$ cat src/rtl/alu_sequencer_if.sv
// Request/response bundle between the issue stage and alu_sequencer.
// Signal names keep the sequencer-side direction suffixes.
interface alu_sequencer_if;
  logic        req_valid_i;
  logic        req_ready_o;
  logic [2:0]  fn3_i;
  logic        alt_i;
  logic        word_i;
  logic [63:0] rs1_i;
  logic [63:0] rs2_i;
  logic        rsp_valid_o;
  logic        rsp_ready_i;
  logic [63:0] rsp_data_o;

  modport master (
    output req_valid_i, fn3_i, alt_i, word_i, rs1_i, rs2_i, rsp_ready_i,
    input  req_ready_o, rsp_valid_o, rsp_data_o
  );

  modport slave (
    input  req_valid_i, fn3_i, alt_i, word_i, rs1_i, rs2_i, rsp_ready_i,
    output req_ready_o, rsp_valid_o, rsp_data_o
  );
endinterface

$ cat src/rtl/alu_sequencer.sv
// Issue-side controller for the shared 64-bit ALU: decodes one RV64I integer op,
// drives the ALU for one pass (two for SRLW/SRAW) and returns the result.
module alu_sequencer (
  input  logic                  clk_i,
  input  logic                  reset_n_i,
  alu_sequencer_if.slave        bus,
  output logic [63:0]           alu_a_o,
  output logic [63:0]           alu_b_o,
  output logic                  alu_cflag_o,
  output logic                  alu_sum_en_o,
  output logic                  alu_and_en_o,
  output logic                  alu_xor_en_o,
  output logic                  alu_invB_en_o,
  output logic                  alu_lsh_en_o,
  output logic                  alu_rsh_en_o,
  output logic                  alu_ltu_en_o,
  output logic                  alu_lts_en_o,
  input  logic [63:0]           alu_out_i,
  input  logic                  alu_cflag_i,
  input  logic                  alu_vflag_i,
  input  logic                  alu_zflag_i
);

  localparam logic [1:0] S_IDLE  = 2'd0;
  localparam logic [1:0] S_EXEC  = 2'd1;
  localparam logic [1:0] S_PASS2 = 2'd2;
  localparam logic [1:0] S_DONE  = 2'd3;

  logic [1:0]  state_q, state_d;
  logic [63:0] rsp_data_q, rsp_data_d;
  logic [2:0]  fn3_q;
  logic        alt_q, word_q;
  logic [63:0] opa_q, rs2_q;
  logic        word_shift;
  logic        unused_zflag;

  assign unused_zflag = alu_zflag_i;
  assign word_shift   = word_q && (fn3_q == 3'b101);

  // Word results take bits 63:32 from bit 31.
  function automatic logic [63:0] sext_word(input logic word, input logic [63:0] r);
    sext_word = word ? {{32{r[31]}}, r[31:0]} : r;
  endfunction

  // SLT/SLTU turn the subtract flags into a 0/1 result; everything else is the ALU output.
  function automatic logic [63:0] exec_result(input logic [2:0] fn3, input logic [63:0] out,
                                              input logic cflag, input logic vflag);
    case (fn3)
      3'b010:  exec_result = {63'b0, out[63] ^ vflag};
      3'b011:  exec_result = {63'b0, ~cflag};
      default: exec_result = out;
    endcase
  endfunction

  always_comb begin
    alu_a_o       = '0;
    alu_b_o       = '0;
    alu_cflag_o   = 1'b0;
    alu_sum_en_o  = 1'b0;
    alu_and_en_o  = 1'b0;
    alu_xor_en_o  = 1'b0;
    alu_invB_en_o = 1'b0;
    alu_lsh_en_o  = 1'b0;
    alu_rsh_en_o  = 1'b0;
    case (state_q)
      S_EXEC: begin
        alu_a_o = opa_q;
        alu_b_o = rs2_q;
        case (fn3_q)
          3'b000: begin
            alu_sum_en_o  = 1'b1;
            alu_invB_en_o = alt_q;
            alu_cflag_o   = alt_q;
          end
          3'b001: begin
            alu_lsh_en_o = 1'b1;
            alu_b_o      = word_q ? {59'b0, rs2_q[4:0]} : {58'b0, rs2_q[5:0]};
          end
          3'b010, 3'b011: begin
            alu_sum_en_o  = 1'b1;
            alu_invB_en_o = 1'b1;
            alu_cflag_o   = 1'b1;
          end
          3'b100: alu_xor_en_o = 1'b1;
          3'b101: begin
            // Word right shifts first park the low word in bits 63:32.
            if (word_q) begin
              alu_lsh_en_o = 1'b1;
              alu_b_o      = 64'd32;
            end else begin
              alu_rsh_en_o = 1'b1;
              alu_b_o      = {58'b0, rs2_q[5:0]};
              alu_cflag_o  = alt_q;
            end
          end
          3'b110: begin
            alu_and_en_o = 1'b1;
            alu_xor_en_o = 1'b1;
          end
          default: alu_and_en_o = 1'b1;
        endcase
      end
      S_PASS2: begin
        alu_a_o      = opa_q;
        alu_rsh_en_o = 1'b1;
        alu_b_o      = 64'd32 + {59'b0, rs2_q[4:0]};
        alu_cflag_o  = alt_q;
      end
      default: ;
    endcase
  end

  assign alu_ltu_en_o    = 1'b0;
  assign alu_lts_en_o    = 1'b0;
  assign bus.req_ready_o = (state_q == S_IDLE);
  assign bus.rsp_valid_o = (state_q == S_DONE);
  assign bus.rsp_data_o  = rsp_data_q;

  always_comb begin
    state_d    = state_q;
    rsp_data_d = rsp_data_q;
    case (state_q)
      S_IDLE: if (bus.req_valid_i) state_d = S_EXEC;
      S_EXEC: begin
        if (word_shift) begin
          state_d = S_PASS2;
        end else begin
          rsp_data_d = sext_word(word_q, exec_result(fn3_q, alu_out_i, alu_cflag_i, alu_vflag_i));
          state_d    = S_DONE;
        end
      end
      S_PASS2: begin
        rsp_data_d = sext_word(1'b1, alu_out_i);
        state_d    = S_DONE;
      end
      default: if (bus.rsp_ready_i) state_d = S_IDLE;
    endcase
  end

  always_ff @(posedge clk_i or negedge reset_n_i) begin
    if (!reset_n_i) begin
      state_q    <= S_IDLE;
      rsp_data_q <= '0;
    end else begin
      state_q    <= state_d;
      rsp_data_q <= rsp_data_d;
    end
  end

  // Operand capture: only in IDLE, so later changes on the request bus are ignored.
  always_ff @(posedge clk_i) begin
    if (state_q == S_IDLE && bus.req_valid_i) begin
      fn3_q  <= bus.fn3_i;
      alt_q  <= bus.alt_i;
      word_q <= bus.word_i;
      opa_q  <= bus.rs1_i;
      rs2_q  <= bus.rs2_i;
    end else if (state_q == S_EXEC && word_shift) begin
      opa_q <= alu_out_i;
    end
  end

endmodule

$ cat src/flat_wrapper.sv
// flat-port wrapper written by rule: the top's interface ports become plain ports
module alu_sequencer_flat 
  (clk_i, reset_n_i, alu_a_o, alu_b_o, alu_cflag_o, alu_sum_en_o, alu_and_en_o, alu_xor_en_o, alu_invB_en_o, alu_lsh_en_o, alu_rsh_en_o, alu_ltu_en_o, alu_lts_en_o, alu_out_i, alu_cflag_i, alu_vflag_i, alu_zflag_i, bus_req_valid_i, bus_fn3_i, bus_alt_i, bus_word_i, bus_rs1_i, bus_rs2_i, bus_rsp_ready_i, bus_req_ready_o, bus_rsp_valid_o, bus_rsp_data_o);
  alu_sequencer_if bus_i ();
  input  logic clk_i;
  input  logic reset_n_i;
  output logic [63:0] alu_a_o;
  output logic [63:0] alu_b_o;
  output logic alu_cflag_o;
  output logic alu_sum_en_o;
  output logic alu_and_en_o;
  output logic alu_xor_en_o;
  output logic alu_invB_en_o;
  output logic alu_lsh_en_o;
  output logic alu_rsh_en_o;
  output logic alu_ltu_en_o;
  output logic alu_lts_en_o;
  input  logic [63:0] alu_out_i;
  input  logic alu_cflag_i;
  input  logic alu_vflag_i;
  input  logic alu_zflag_i;
  input wire logic [$bits(bus_i.req_valid_i)-1:0] bus_req_valid_i;
  input wire logic [$bits(bus_i.fn3_i)-1:0] bus_fn3_i;
  input wire logic [$bits(bus_i.alt_i)-1:0] bus_alt_i;
  input wire logic [$bits(bus_i.word_i)-1:0] bus_word_i;
  input wire logic [$bits(bus_i.rs1_i)-1:0] bus_rs1_i;
  input wire logic [$bits(bus_i.rs2_i)-1:0] bus_rs2_i;
  input wire logic [$bits(bus_i.rsp_ready_i)-1:0] bus_rsp_ready_i;
  output wire logic [$bits(bus_i.req_ready_o)-1:0] bus_req_ready_o;
  output wire logic [$bits(bus_i.rsp_valid_o)-1:0] bus_rsp_valid_o;
  output wire logic [$bits(bus_i.rsp_data_o)-1:0] bus_rsp_data_o;
  assign bus_i.req_valid_i = bus_req_valid_i;
  assign bus_i.fn3_i = bus_fn3_i;
  assign bus_i.alt_i = bus_alt_i;
  assign bus_i.word_i = bus_word_i;
  assign bus_i.rs1_i = bus_rs1_i;
  assign bus_i.rs2_i = bus_rs2_i;
  assign bus_i.rsp_ready_i = bus_rsp_ready_i;
  assign bus_req_ready_o = bus_i.req_ready_o;
  assign bus_rsp_valid_o = bus_i.rsp_valid_o;
  assign bus_rsp_data_o = bus_i.rsp_data_o;
  alu_sequencer u_core (.clk_i(clk_i), .reset_n_i(reset_n_i), .bus(bus_i), .alu_a_o(alu_a_o), .alu_b_o(alu_b_o), .alu_cflag_o(alu_cflag_o), .alu_sum_en_o(alu_sum_en_o), .alu_and_en_o(alu_and_en_o), .alu_xor_en_o(alu_xor_en_o), .alu_invB_en_o(alu_invB_en_o), .alu_lsh_en_o(alu_lsh_en_o), .alu_rsh_en_o(alu_rsh_en_o), .alu_ltu_en_o(alu_ltu_en_o), .alu_lts_en_o(alu_lts_en_o), .alu_out_i(alu_out_i), .alu_cflag_i(alu_cflag_i), .alu_vflag_i(alu_vflag_i), .alu_zflag_i(alu_zflag_i));
endmodule
$ cat config.mk
export PLATFORM = sky130hd
export DESIGN_NAME = alu_sequencer_flat
export DESIGN_NICKNAME = d
export VERILOG_FILES = /design/src/rtl/alu_sequencer_if.sv /design/src/rtl/alu_sequencer.sv /design/src/flat_wrapper.sv
export SDC_FILE = /design/constraint.sdc
export NUM_CORES = 1
export LEC_CHECK = 0
export CAP_MARGIN = 20
export CORE_ASPECT_RATIO = 1.5
export CORE_MARGIN = 4
export CORE_UTILIZATION = 35
export CTS_CLUSTER_DIAMETER = 60
export DETAILED_ROUTE_END_ITERATION = 10
export GPL_ROUTABILITY_DRIVEN = 0
export PLACE_DENSITY = 0.7
export SETUP_SLACK_MARGIN = 0.3
export SYNTH_ARGS = -nofsm -noshare
export SYNTH_HDL_FRONTEND = slang
export SYNTH_SLANG_ARGS = --single-unit
$ cat constraint.sdc
create_clock -name clk_i -period 13.4 [get_ports clk_i]
set_input_delay 2.68 -clock clk_i [delete_from_list [all_inputs] [get_ports clk_i]]
set_output_delay 2.68 -clock clk_i [all_outputs]
set_load 0.05 [all_outputs]
==> flow_metrics.tcl, run 1 <==
set metrics [dict create \
    cts_tree "done" \
    p_leak_nw 5.120 \
    clkLatencyLatePin_ns 0.44 \
    cts-root-buf "clkbuf_16" \
    grt_pass1_vias 6721 \
    drtIter0Drc 341 \
    critPathKind "reg2out" \
    cp-end-kind "output port" \
    maxCapViolCount 0 \
    cts_hold_buf 0 \
    finalSetupViolCount 0 \
    fin_nets 1272 \
    vias 6626 \
    yosysSeqAreaShare_pct 64.05 \
    required_ns 10.72 \
    drive_gt1_share_pct 12.72 \
    p_clk_share_pct 14.5 \
    vdd_drop_max_mv 0.1690 \
    antenna_found_initial 2 \
    path_cells "inv_1 > ha_2 > buf_4 > nor2b_1 > and2_1 > clkdlybuf4s50_1" \
    max_slew_margin_pct 28.84 \
    start_util_pct 35.81 \
    status "completed" \
    path_max_fanout 47 \
    synth-edff-count 133 \
    switchingPower_mw 1.871 \
    core_area_um2 24610 \
    seq_power_share_pct 24.3 \
    wire_per_inst_um 20.12 \
    htreeDepth 4 \
    rows 70 \
    fp.dieH_um 202.4 \
    slowest_delay_ns 0.83 \
    ys_warn_count 0 \
    pwr-share-comb_pct 61.2 \
    layout_common_cells "402 x clkdlybuf4s50_1, 133 x edfxtp_1, 129 x and2_1" \
    n_fill_cell 2088 \
    grt_overflow 0 \
    cts_num_sinks 199 \
    worst_slack_ns 7.212 \
    ys_types 33 \
    numCtsBuffers 17 \
    period_share_pct 46.18 \
    area_growth_pct 56.18 \
    critPathTopFamily "buffers and inverters" \
    cp.arrival_ns 3.51 \
    grt_max_degree 78 \
    place_ws_ns 7.609 \
    final.setup.tns_ns 0 \
    async_flop_share_pct 33.17 \
    grt_util_all_layers_pct 20.12 \
    p_per_area_nw_per_um2 282.2 \
    tightest_slew_ns 1.067 \
    routed_wl_mm 28.21 \
    rsz0062_at_grt "no" \
    cp-start-kind "flip-flop" \
    syn_area_um2 8813 \
    post_cts_buffers 0 \
    hp-class "reg2reg" \
    avgSynthCellArea_um2 12.90 \
    path_buf_inv 3 \
    dieArea_um2 27840 \
    drtAntennaViolNets 0 \
    ys_ff_latch 199 \
    drt_pass1_iterations 4 \
    drc 0 \
    cp_slowest_cell "clkdlybuf4s50_1" \
    internal-power_mw 2.014 \
    grt_pass1_wl_mm 41.32 \
    max_freq_ghz 0.1616 \
    hold_violations 0 \
    synth_flop_cell "edfxtp_1" \
    die_width_um 137.6 \
    finalClockSkew_ns 0.01253 \
    final_common_cell "clkdlybuf4s50_1" \
    clk_pin_slew_ns 0.07 \
    io_buffers 403 \
    ios 407 \
    synth_cells 683 \
    final_max_slew_viol_count 0 \
    period_needed_ns 6.188 \
    cts.path.max_buffers 2 \
    p_sw_share_pct 48.16 \
    ctsResizeCount 0 \
    vias_per_cell 4.726 \
    hpwl_mm 20.70 \
]
==> worst paths after layout <==
| check | startpoint | endpoint | slack (ns) | cells past startpoint |
|---|---|---|---|---|
| hold / removal | u_core.bus.rsp_data_o[23] | u_core.bus.rsp_data_o[23] | 0.48 | 2 |
| min in group asynchronous | reset_n_i | u_core.bus.rsp_data_o[38] | 2.38 | 1 |
| hold reg to reg | u_core.bus.rsp_data_o[23] | u_core.bus.rsp_data_o[23] | 0.48 | 2 |
| setup / recovery | u_core.state_q[1] | alu_b_o[0] | 7.21 | 6 |
| setup reg to reg | u_core.state_q[1] | u_core.opa_q[15] | 10.52 | 6 |
| max in group asynchronous | reset_n_i | u_core.bus.rsp_data_o[0] | 10.43 | 1 |
==> kinds of logic (layout without fill, tap and decap cells) <==
group	after synthesis	in the layout	share of synthesized area, %
AND/OR/NAND/NOR	215	215	13.29
buffers and inverters	57	450	3.180
XOR/XNOR	1	1	0.09939
multiplexers	97	97	12.39
flip-flops	199	199	64.05
adder cells (fa/ha/maj)	4	4	0.5679
AO/OA/AOI/OAI	109	109	6.374
other	1	3	0.04255
==> registers in the layout (all words and copies together), names as in the netlist <==
| signal | cells |
|---|---|
| u_core.word_q | 1 |
| u_core.opa_q | 64 |
| u_core.fn3_q | 3 |
| u_core.state_q | 2 |
| u_core.rs2_q | 64 |
| u_core.bus.rsp_data_o | 64 |
| u_core.alt_q | 1 |
==> final cells by class <==
type                       instances  area (um^2)  area share (%)
antenna                            1        2.502         0.01818
tap                              324        405.4           2.945
inverter                           6        27.53          0.2000
clock inverter                    10        163.9           1.191
clock buffer                      22        485.5           3.527
timing repair buffer             412         4119           29.92
multi-input combinational        428         2915           21.18
sequential                       199         5645           41.01
==> worst reg2reg max path, cell delays in order, from the launching register on <==
cell     delay, ns
dfrtp_1       0.41
inv_1         0.11
ha_2          0.21
nand2_1       0.17
inv_6         0.54
buf_4         0.74
mux2_2        0.46
==> per-stage QoR <==
step | instances | hold WS (ns) | power [mW] | area (um^2) | utilization [%]
after global routing | 1402 | 0.5054 | 4.071 | 13760 | 55.93
final | 1402 | 0.4764 | 3.885 | 13760 | 55.93
after floorplan | 684 | 0.5387 | 2.550 | 8817 | -
after global placement | 1368 | 0.4622 | 3.323 | 13090 | 53.17
after CTS | 1401 | 0.4852 | 3.937 | 13760 | 55.92
after detailed placement | 1369 | 0.4685 | 3.363 | 13110 | 53.28
==> cells in the mapped netlist, drive strengths merged, types with 2 or more instances <==
cell | instances | area (um^2)
inv | 6 | 22.52
o21ai | 68 | 344.1
and2 | 129 | 807.0
o21a | 2 | 15.01
a21oi | 36 | 180.2
nand2 | 70 | 262.8
nor3b | 2 | 15.01
and3 | 3 | 18.77
edfxtp | 133 | 3994
ha | 4 | 50.05
nor2b | 2 | 12.51
mux2 | 97 | 1092
clkbuf | 24 | 93.84
buf | 27 | 163.9
nor2 | 3 | 11.26
dfrtp | 66 | 1652
==> power by group through the flow <==
stage,Combinational [mW],Sequential (mW),Clock [mW]
2_1_floorplan,1.27,1.28,0
3_3_place_gp,2.38,0.947,0
3_5_place_dp,2.41,0.956,0
4_1_cts,2.41,0.944,0.581
5_1_grt,2.50,0.963,0.605
6_report,2.38,0.943,0.564
==> layer usage <==
| layer | vias to the layer above | share of wire, % | global-route usage, % |
|---|---|---|---|
| li1 | 3134 | - | - |
| met1 | 3177 | 36 | 21.97 |
| met2 | 267 | 54 | 35.81 |
| met3 | 46 | 7.7 | 6.101 |
| met4 | 2 | 2.8 | 7.953 |
| met5 | - | 0.046 | 0 |
Power figures use the tool's default switching activity.
==> inputs of run 2 (changes only) <==
- PLACE_DENSITY: 0.7 -> 0.72
- clock period: 13.4 -> 5.28 ns (I/O delays scaled with it)
==> flow_metrics.tcl, run 2 (same netlist as run 1, synthesis figures left out) <==
set metrics [dict create \
    status "completed" \
    hp-class "reg2reg" \
    core_area_um2 24610 \
    drtIter0Drc 352 \
    grt_util_all_layers_pct 20.33 \
    finalSetupViolCount 0 \
    cp-start-kind "flip-flop" \
    hpwl_mm 20.43 \
    clkLatencyLatePin_ns 0.44 \
    rsz0062_at_grt "no" \
    p_sw_share_pct 49.20 \
    worst_slack_ns 1.080 \
    grt_pass1_wl_mm 42.12 \
    grt_max_degree 98 \
    p_clk_share_pct 13.1 \
    die_width_um 137.6 \
    area_growth_pct 55.03 \
    placed_cell_area_um2 13090 \
    cts_num_sinks 199 \
    period_share_pct 79.54 \
    cts.path.max_buffers 2 \
    wire_per_inst_um 20.20 \
    grt_pass1_vias 6923 \
    tightest_slew_ns 1.114 \
    fin_nets 1272 \
    critPathKind "reg2out" \
    vias 6619 \
    finalClockSkew_ns 0.01149 \
    cts-root-buf "clkbuf_16" \
    max_freq_ghz 0.2381 \
    path_buf_inv 3 \
    hold_ws_ns 0.4802 \
    design_area_um2 13660 \
    htreeDepth 4 \
    required_ns 4.22 \
    cts_hold_buf 0 \
    cp.arrival_ns 3.14 \
    final_max_slew_viol_count 0 \
    critPathTopFamily "buffers and inverters" \
    cp-end-kind "output port" \
    pwr-share-comb_pct 62.0 \
    cts_tree "done" \
    p_per_area_nw_per_um2 705.7 \
    rows 70 \
    slowest_delay_ns 0.81 \
    path_max_fanout 70 \
    place_inst 1368 \
    seq_power_share_pct 24.8 \
    final_common_cell "clkdlybuf4s50_1" \
    post_cts_buffers 0 \
    multiInputGateArea_um2 2915 \
    routed_wl_mm 28.34 \
    ctsResizeCount 0 \
    p_leak_nw 5.067 \
    ios 407 \
    maxCapViolCount 0 \
    max_slew_margin_pct 25.47 \
    final_util_pct 55.52 \
    layout_common_cells "402 x clkdlybuf4s50_1, 133 x edfxtp_1, 129 x and2_1" \
    drt_pass1_iterations 4 \
    io_buffers 403 \
    n_fill_cell 2089 \
    start_util_pct 35.81 \
    cp_slowest_cell "clkdlybuf4s50_1" \
    power.total_mw 9.642 \
    final.setup.tns_ns 0 \
    dieArea_um2 27840 \
    instances_no_fill 1403 \
    regArea_um2 5645 \
    switchingPower_mw 4.744 \
    vias_per_cell 4.718 \
    antenna_found_initial 2 \
    hold_violations 0 \
    drtAntennaViolNets 0 \
    path_cells "inv_1 > ha_2 > buf_4 > nor2b_1 > and2_1 > clkdlybuf4s50_1" \
    clk_pin_slew_ns 0.07 \
    fp.dieH_um 202.4 \
    vdd_drop_max_mv 0.3705 \
    grt_overflow 0 \
    place_ws_ns 1.456 \
    period_needed_ns 4.200 \
    internal-power_mw 4.899 \
    drive_gt1_share_pct 12.53 \
    drc 0 \
    numCtsBuffers 17 \
]
[run 2: path summary, 6_finish.rpt]
| path | startpoint | end | slack (ns) | depth (start not counted) |
|---|---|---|---|---|
| setup / recovery | u_core.state_q[1] | alu_b_o[0] | 1.08 | 6 |
| hold / removal | u_core.bus.rsp_data_o[27] | u_core.bus.rsp_data_o[27] | 0.48 | 2 |
| setup reg to reg | u_core.state_q[1] | u_core.bus.rsp_data_o[9] | 2.24 | 6 |
| hold reg to reg | u_core.bus.rsp_data_o[27] | u_core.bus.rsp_data_o[27] | 0.48 | 2 |
| max in group asynchronous | reset_n_i | u_core.bus.rsp_data_o[58] | 3.93 | 1 |
| min in group asynchronous | reset_n_i | u_core.bus.rsp_data_o[6] | 0.75 | 1 |
[run 2: tightest hold or removal path: stages (launching register included)]
cell	delay, ns
dfrtp_1	0.34
nand2_1	0.04
o21ai_0	0.06
[run 2: cell type report]
cell class              instances  area share, %
flip-flops and latches        199          41.32
clock buffers                  22          3.397
clock inverters                10         0.6868
diodes                          2        0.03663
well taps                     324          2.967
inverters                       6         0.2015
multi-input cells             428          21.34
repair buffers                412          30.05
[run 2: power by group through the flow]
stage	combinational, mW	clock [mW]	sequential (mW)
final	5.98	1.27	2.39
after global routing	6.31	1.36	2.44
after CTS	6.07	1.30	2.40
after detailed placement	6.06	0	2.43
after global placement	6.01	0	2.41
after floorplan	3.23	0	3.23
[run 2: metal layers]
| metal | part of all wire [%] | routed length, um | GRT usage (%) | vias to the layer above |
|---|---|---|---|---|
| li1 | - | - | - | 3145 |
| met1 | 37 | 10530 | 23.33 | 3178 |
| met2 | 52 | 14600 | 34.86 | 248 |
| met3 | 8.1 | 2304 | 6.125 | 48 |
| met4 | 3.2 | 901 | 8.274 | 0 |
| met5 | 0 | 0 | 0 | - |
==> edit 1, RTL diff (settings of run 1) <==
Make the reset (`reset_n_i`) synchronous in one clocked block.
--- a/src/rtl/alu_sequencer.sv
+++ b/src/rtl/alu_sequencer.sv
@@ -137,7 +137,7 @@
     endcase
   end
 
-  always_ff @(posedge clk_i or negedge reset_n_i) begin
+  always_ff @(posedge clk_i) begin
     if (!reset_n_i) begin
       state_q    <= S_IDLE;
       rsp_data_q <= '0;
Behaviour: differs if reset_n_i is asserted again (counterexample within 4 cycles, from zero or initial values and one cycle with reset_n_i low); with reset_n_i held inactive, the same outputs for 4 cycles.
==> edit 1 against run 1 <==
Sequential cell count did not move; count of clock-buffer cells in the layout rose by 3; setup slack improved by 290 ps; non-clock buffer count rose by 1; cell count barely moved; total power fell by 16%; design area fell by 3.5%; synthesized area fell by 4.9%; synthesized cell count rose by 0.59%; wire length fell by 3.4%; critical path type unchanged; highest routed layer is now met4.
==> edit 1: results (changes against run 1) <==
| Metric | Value |
|---|---|
| Reg2Reg Depth | 5 (was 6) |
| Share of layout cells above drive strength 1 | 11.0% (was 12.7%) |
| Sequential fraction of the synthesis area | 63.4% (was 64.1%) |
| Worst setup endpoint | alu_b_o[26] (was alu_b_o[0]) |
| Top cells by count, synth | edfxtp_1, and2_1, dfxtp_1, nand2_1, mux2_2 (was edfxtp_1, and2_1, mux2_2, nand2_1, dfrtp_1) |
| Lkg Pwr | 4.66 nW (was 5.12 nW) |
| Reg-to-Reg End | u_core.opa_q[57]$_DFFE_PP_ (was u_core.opa_q[15]$_DFFE_PP_) |
| Final Net Count | 1277 (was 1272) |
| Mux cell area share after synthesis | 8.72% (was 12.4%) |
| Synth Area in XOR/XNOR | 0.104% (was 0.0994%) |
| Ant diodes | 0 (was 1) |
| Largest net degree at the start of global routing | 80 (was 78) |
| Outcome | finished clean (unchanged) |
| Worst rel slew slack | 27.2% (was 28.8%) |
| Peak supply drop | 0.137 mV (was 0.169 mV) |
| Arrival @ worst endpoint | 3210 ps (was 3510 ps) |
| Clk. pwr | 0.000503 W (was 0.000564 W) |
| Routed WL per cell | 19.5 um (was 20.1 um) |
| Worst r2r src | u_core.state_q[1]$_SDFFE_PN0P_ (was u_core.state_q[1]$_DFFE_PN0P_) |
| Crit Path Max Fanout | 57 (was 47) |
| DP HPWL | 19900 um (was 20700 um) |
| Adder-cell share of the synthesized area | 0.597% (was 0.568%) |
| Yosys cell types | 40 (was 33) |
| TritonRoute pass-1 iters | 7 (was 4) |
| Vias in the first global route | 6803 (was 6721) |
| Drt via density | 4.64 (was 4.73) |
| Pre-CTS setup slack | 7800 ps (was 7610 ps) |
| Clock skew | 7.79 ps (was 12.5 ps) |
| Worst path max stage delay | 850 ps (was 830 ps) |
| Synth area leaders | edfxtp_1, dfxtp_1, and2_1 (was edfxtp_1, dfrtp_1, mux2_2) |
| Async SR Flop Fraction | 0% (was 33.2%) |
| R2R setup slack | 10360 ps (was 10520 ps) |
| DP Area | 12700 um2 (was 13100 um2) |
| Initial antenna violation count | 0 (was 2) |
| Fmax | 170 MHz (was 162 MHz) |
| Tot GR Track Use | 20.1% (about the same) |
| Avg Inst Size Synth | 12.2 um2 (was 12.9 um2) |
| Fin util | 56.1% (was 55.9%) |
| First-pass GRT wire length | 40700 um (was 41300 um) |
| Switch share | 46.8% (was 48.2%) |
| WL final | 27300 um (was 28200 um) |
edit 1: cell type report:
cell class,count,share of cell area [%]
flip-flops and latches,199,40.0
repair buffers,413,31.2
multi-input cells,431,21.4
clock buffers,25,3.74
well taps,319,3.01
clock inverters,7,0.509
inverters,7,0.198
edit 1: metal layers:
| metal | vias to the layer above | GRT usage, % | share of wire [%] |
|---|---|---|---|
| li1 | 3162 | - | - |
| met5 | - | 0 | 0 |
| met1 | 3061 | 23.1 | 37 |
| met2 | 247 | 35.2 | 53 |
| met4 | 0 | 6.72 | 2.2 |
| met3 | 31 | 6.47 | 7.8 |
edit 1: how the worst min path moves through the flow:
| stage | startpoint | endpoint | slack (ps) | cells past startpoint |
|---|---|---|---|---|
| after floorplan | u_core.state_q[0]$_SDFFE_PN0P_ | u_core.state_q[0]$_SDFFE_PN0P_ | 480 | 2 |
| after global placement | u_core.bus.rsp_data_o[2]$_SDFFE_PN0P_ | u_core.bus.rsp_data_o[2]$_SDFFE_PN0P_ | 440 | 2 |
| after detailed placement | u_core.bus.rsp_data_o[8]$_SDFFE_PN0P_ | u_core.bus.rsp_data_o[8]$_SDFFE_PN0P_ | 440 | 2 |
| after CTS | u_core.bus.rsp_data_o[8]$_SDFFE_PN0P_ | u_core.bus.rsp_data_o[8]$_SDFFE_PN0P_ | 450 | 2 |
| after global routing | u_core.bus.rsp_data_o[16]$_SDFFE_PN0P_ | u_core.bus.rsp_data_o[16]$_SDFFE_PN0P_ | 460 | 2 |
| final | u_core.bus.rsp_data_o[8]$_SDFFE_PN0P_ | u_core.bus.rsp_data_o[8]$_SDFFE_PN0P_ | 450 | 2 |
edit 1: stage by stage:
step,total power [W],hold WS (ps)
after detailed placement,0.00280,444
after floorplan,0.00216,477
after global routing,0.00343,461
final,0.00327,451
after CTS,0.00331,452
after global placement,0.00278,438
==> edit 2, RTL diff (settings of run 1) <==
Without the edit above. Register the output `alu_cflag_o`; this adds one clock of latency there. The other outputs are not delayed to match.
--- a/src/rtl/alu_sequencer.sv
+++ b/src/rtl/alu_sequencer.sv
@@ -25,6 +25,8 @@
   localparam logic [1:0] S_EXEC  = 2'd1;
   localparam logic [1:0] S_PASS2 = 2'd2;
   localparam logic [1:0] S_DONE  = 2'd3;
+
+  logic alu_cflag_d;
 
   logic [1:0]  state_q, state_d;
   logic [63:0] rsp_data_q, rsp_data_d;
@@ -55,7 +57,7 @@
   always_comb begin
     alu_a_o       = '0;
     alu_b_o       = '0;
-    alu_cflag_o   = 1'b0;
+    alu_cflag_d   = 1'b0;
     alu_sum_en_o  = 1'b0;
     alu_and_en_o  = 1'b0;
     alu_xor_en_o  = 1'b0;
@@ -70,7 +72,7 @@
           3'b000: begin
             alu_sum_en_o  = 1'b1;
             alu_invB_en_o = alt_q;
-            alu_cflag_o   = alt_q;
+            alu_cflag_d   = alt_q;
           end
           3'b001: begin
             alu_lsh_en_o = 1'b1;
@@ -79,7 +81,7 @@
           3'b010, 3'b011: begin
             alu_sum_en_o  = 1'b1;
             alu_invB_en_o = 1'b1;
-            alu_cflag_o   = 1'b1;
+            alu_cflag_d   = 1'b1;
           end
           3'b100: alu_xor_en_o = 1'b1;
           3'b101: begin
@@ -90,7 +92,7 @@
             end else begin
               alu_rsh_en_o = 1'b1;
               alu_b_o      = {58'b0, rs2_q[5:0]};
-              alu_cflag_o  = alt_q;
+              alu_cflag_d  = alt_q;
             end
           end
           3'b110: begin
@@ -104,7 +106,7 @@
         alu_a_o      = opa_q;
         alu_rsh_en_o = 1'b1;
         alu_b_o      = 64'd32 + {59'b0, rs2_q[4:0]};
-        alu_cflag_o  = alt_q;
+        alu_cflag_d  = alt_q;
       end
       default: ;
     endcase
@@ -160,5 +162,9 @@
     end
   end
 
+  always_ff @(posedge clk_i) begin
+    alu_cflag_o <= alu_cflag_d;
+  end
+
 endmodule
 
Formal check against the unedited RTL: not equivalent (Yosys sat finds a counterexample within 4 cycles, from zero or initial values and one cycle with reset_n_i low).
==> edit 2 against run 1 <==
Synthesized area is 0.35% higher; first-iteration DRC count is 14% lower; critical path depth stayed put; core utilization shrank 0.84 points; clock skew hardly changed; setup slack improved by 330 ps; sequential cell count is 1 higher; global-route usage down 0.32 points; wire length fell by 0.18%; total power down 1.1%; design area is 0.10% lower; critical path type unchanged; critical endpoint unchanged.
==> edit 2: results (changes against run 1) <==
| Metric | Value |
|---|---|
| Outcome | finished clean (unchanged) |
| Sequential fraction of the synthesis area | 64.1% (about the same) |
| Worst Tran Pin Value | 1130 ps (was 1070 ps) |
| Inserted Clock Buffers | 17 (unchanged) |
| Reg-to-Reg End | u_core.opa_q[56]$_DFFE_PP_ (was u_core.opa_q[15]$_DFFE_PP_) |
| Reg2Reg Depth | 6 (unchanged) |
| Worst Setup SP | u_core.state_q[0]$_DFFE_PN0P_ (was u_core.state_q[1]$_DFFE_PN0P_) |
| Worst setup endpoint | alu_b_o[0] (unchanged) |
| Final Net Count | 1276 (was 1272) |
| R2R setup slack | 10440 ps (was 10520 ps) |
| Fill cell count | 2157 (was 2088) |
| DP HPWL | 20700 um (about the same) |
| HP Class | reg -> reg (unchanged) |
| Post-synth EDFFs | 133 (unchanged) |
| TritonRoute pass-1 iters | 4 (unchanged) |
| Tot GR Track Use | 19.8% (was 20.1%) |
| Synth Warn # | 0 (unchanged) |
| Routed WL per cell | 20.0 um (was 20.1 um) |
| Peak supply drop | 0.149 mV (was 0.169 mV) |
| Clock Pin Slew Worst Setup and Hold Paths | 70 ps (about the same) |
| Critical Path Slowest Stage Cell | clkdlybuf4s50_1 (unchanged) |
| Worst r2r src | u_core.state_q[0]$_DFFE_PN0P_ (was u_core.state_q[1]$_DFFE_PN0P_) |
| Largest net degree at the start of global routing | 95 (was 78) |
| Ant diodes | 0 (was 1) |
| Lkg Pwr | 5.11 nW (was 5.12 nW) |
| PostCTS Resize Cnt | 0 (unchanged) |
| Yosys top cell area share | 45.2% (was 45.3%) |
| Async SR Flop Fraction | 33.0% (was 33.2%) |
| Synth area leaders | edfxtp_1, dfrtp_1, mux2_2 (unchanged) |
| Critical hold path startpoint | u_core.bus.rsp_data_o[15]$_DFFE_PN0P_ (was u_core.bus.rsp_data_o[23]$_DFFE_PN0P_) |
| First-pass GRT wire length | 41100 um (was 41300 um) |
| Vias after detailed routing | 6600 (was 6626) |
| Setup tns final | 0 ps (unchanged) |
| Clock skew | 12.8 ps (was 12.5 ps) |
| Postcts setup bufs | 0 (unchanged) |
| Clock Tree Buf Depth | 2 (unchanged) |
| Arrival @ worst endpoint | 3170 ps (was 3510 ps) |
| Share of layout cells above drive strength 1 | 12.9% (was 12.7%) |
| Hold depth | 2 (unchanged) |
| DRT iter0 DRCs | 293 (was 341) |
| H-tree Lvls | 4 (unchanged) |
| Crit Path Max Fanout | 70 (was 47) |
| Vias in the first global route | 6810 (was 6721) |
| Initial antenna violation count | 3 (was 2) |
| Top cells by count, synth | edfxtp_1, and2_1, mux2_2, nand2_1, dfrtp_1 (unchanged) |
| Worst hold endpoint | u_core.bus.rsp_data_o[15]$_DFFE_PN0P_ (was u_core.bus.rsp_data_o[23]$_DFFE_PN0P_) |
edit 2: where the power goes:
| group | switching, W | total (W) | internal (W) |
|---|---|---|---|
| Clock | 0.000236 | 0.000533 | 0.000297 |
| Sequential | 0.0000693 | 0.000949 | 0.000880 |
| Combinational | 0.00157 | 0.00236 | 0.000793 |
edit 2: stage by stage:
stage               power, W  instance area (um2)  setup WS (ps)  hold slack, ps  std cells
floorplan            0.00255                 8850           7590             539        689
global placement     0.00332                13100           7950             463       1376
detailed placement   0.00335                13200           7900             469       1377
CTS                  0.00389                13800           7410             486       1409
global route         0.00402                13800           7350             511       1409
finish               0.00384                13800           7550             478       1409
edit 2: cells by family (layout without fill, tap and decap cells):
| logic type | after synthesis | in the layout | synth area share (%) |
|---|---|---|---|
| compound gates | 111 | 111 | 6.49 |
| other cells | 1 | 2 | 0.0424 |
| xor+xnor | 1 | 1 | 0.0990 |
| mux | 97 | 97 | 12.3 |
| flops | 200 | 200 | 64.1 |
| fa+ha+maj | 4 | 4 | 0.566 |
| simple gates | 216 | 216 | 13.2 |
| buf+inv | 58 | 450 | 3.15 |
edit 2: metal layers:
layer | up-vias | track usage [%] | share of wire [%] | wire length (um)
met1 | 3129 | 22.0 | 37 | 10400
met5 | - | 0 | 0.19 | 54
met4 | 6 | 6.99 | 2.8 | 778
met3 | 49 | 5.75 | 7.7 | 2160
met2 | 267 | 35.5 | 53 | 14800
li1 | 3149 | - | - | -
edit 2: worst reg2reg max path, cell delays in order (launching register included):
cell     delay [ps]
dfrtp_1         420
inv_1           100
ha_2            220
nand2_1         170
inv_6           550
buf_4           800
mux2_2          460
edit 2: final cells by class:
type	count	area share, %
clock buffer	19	3.15
timing repair buffer	412	30.0
tap	328	2.98
sequential	200	41.2
inverter	6	0.200
multi-input combinational	431	21.3
clock inverter	13	1.22
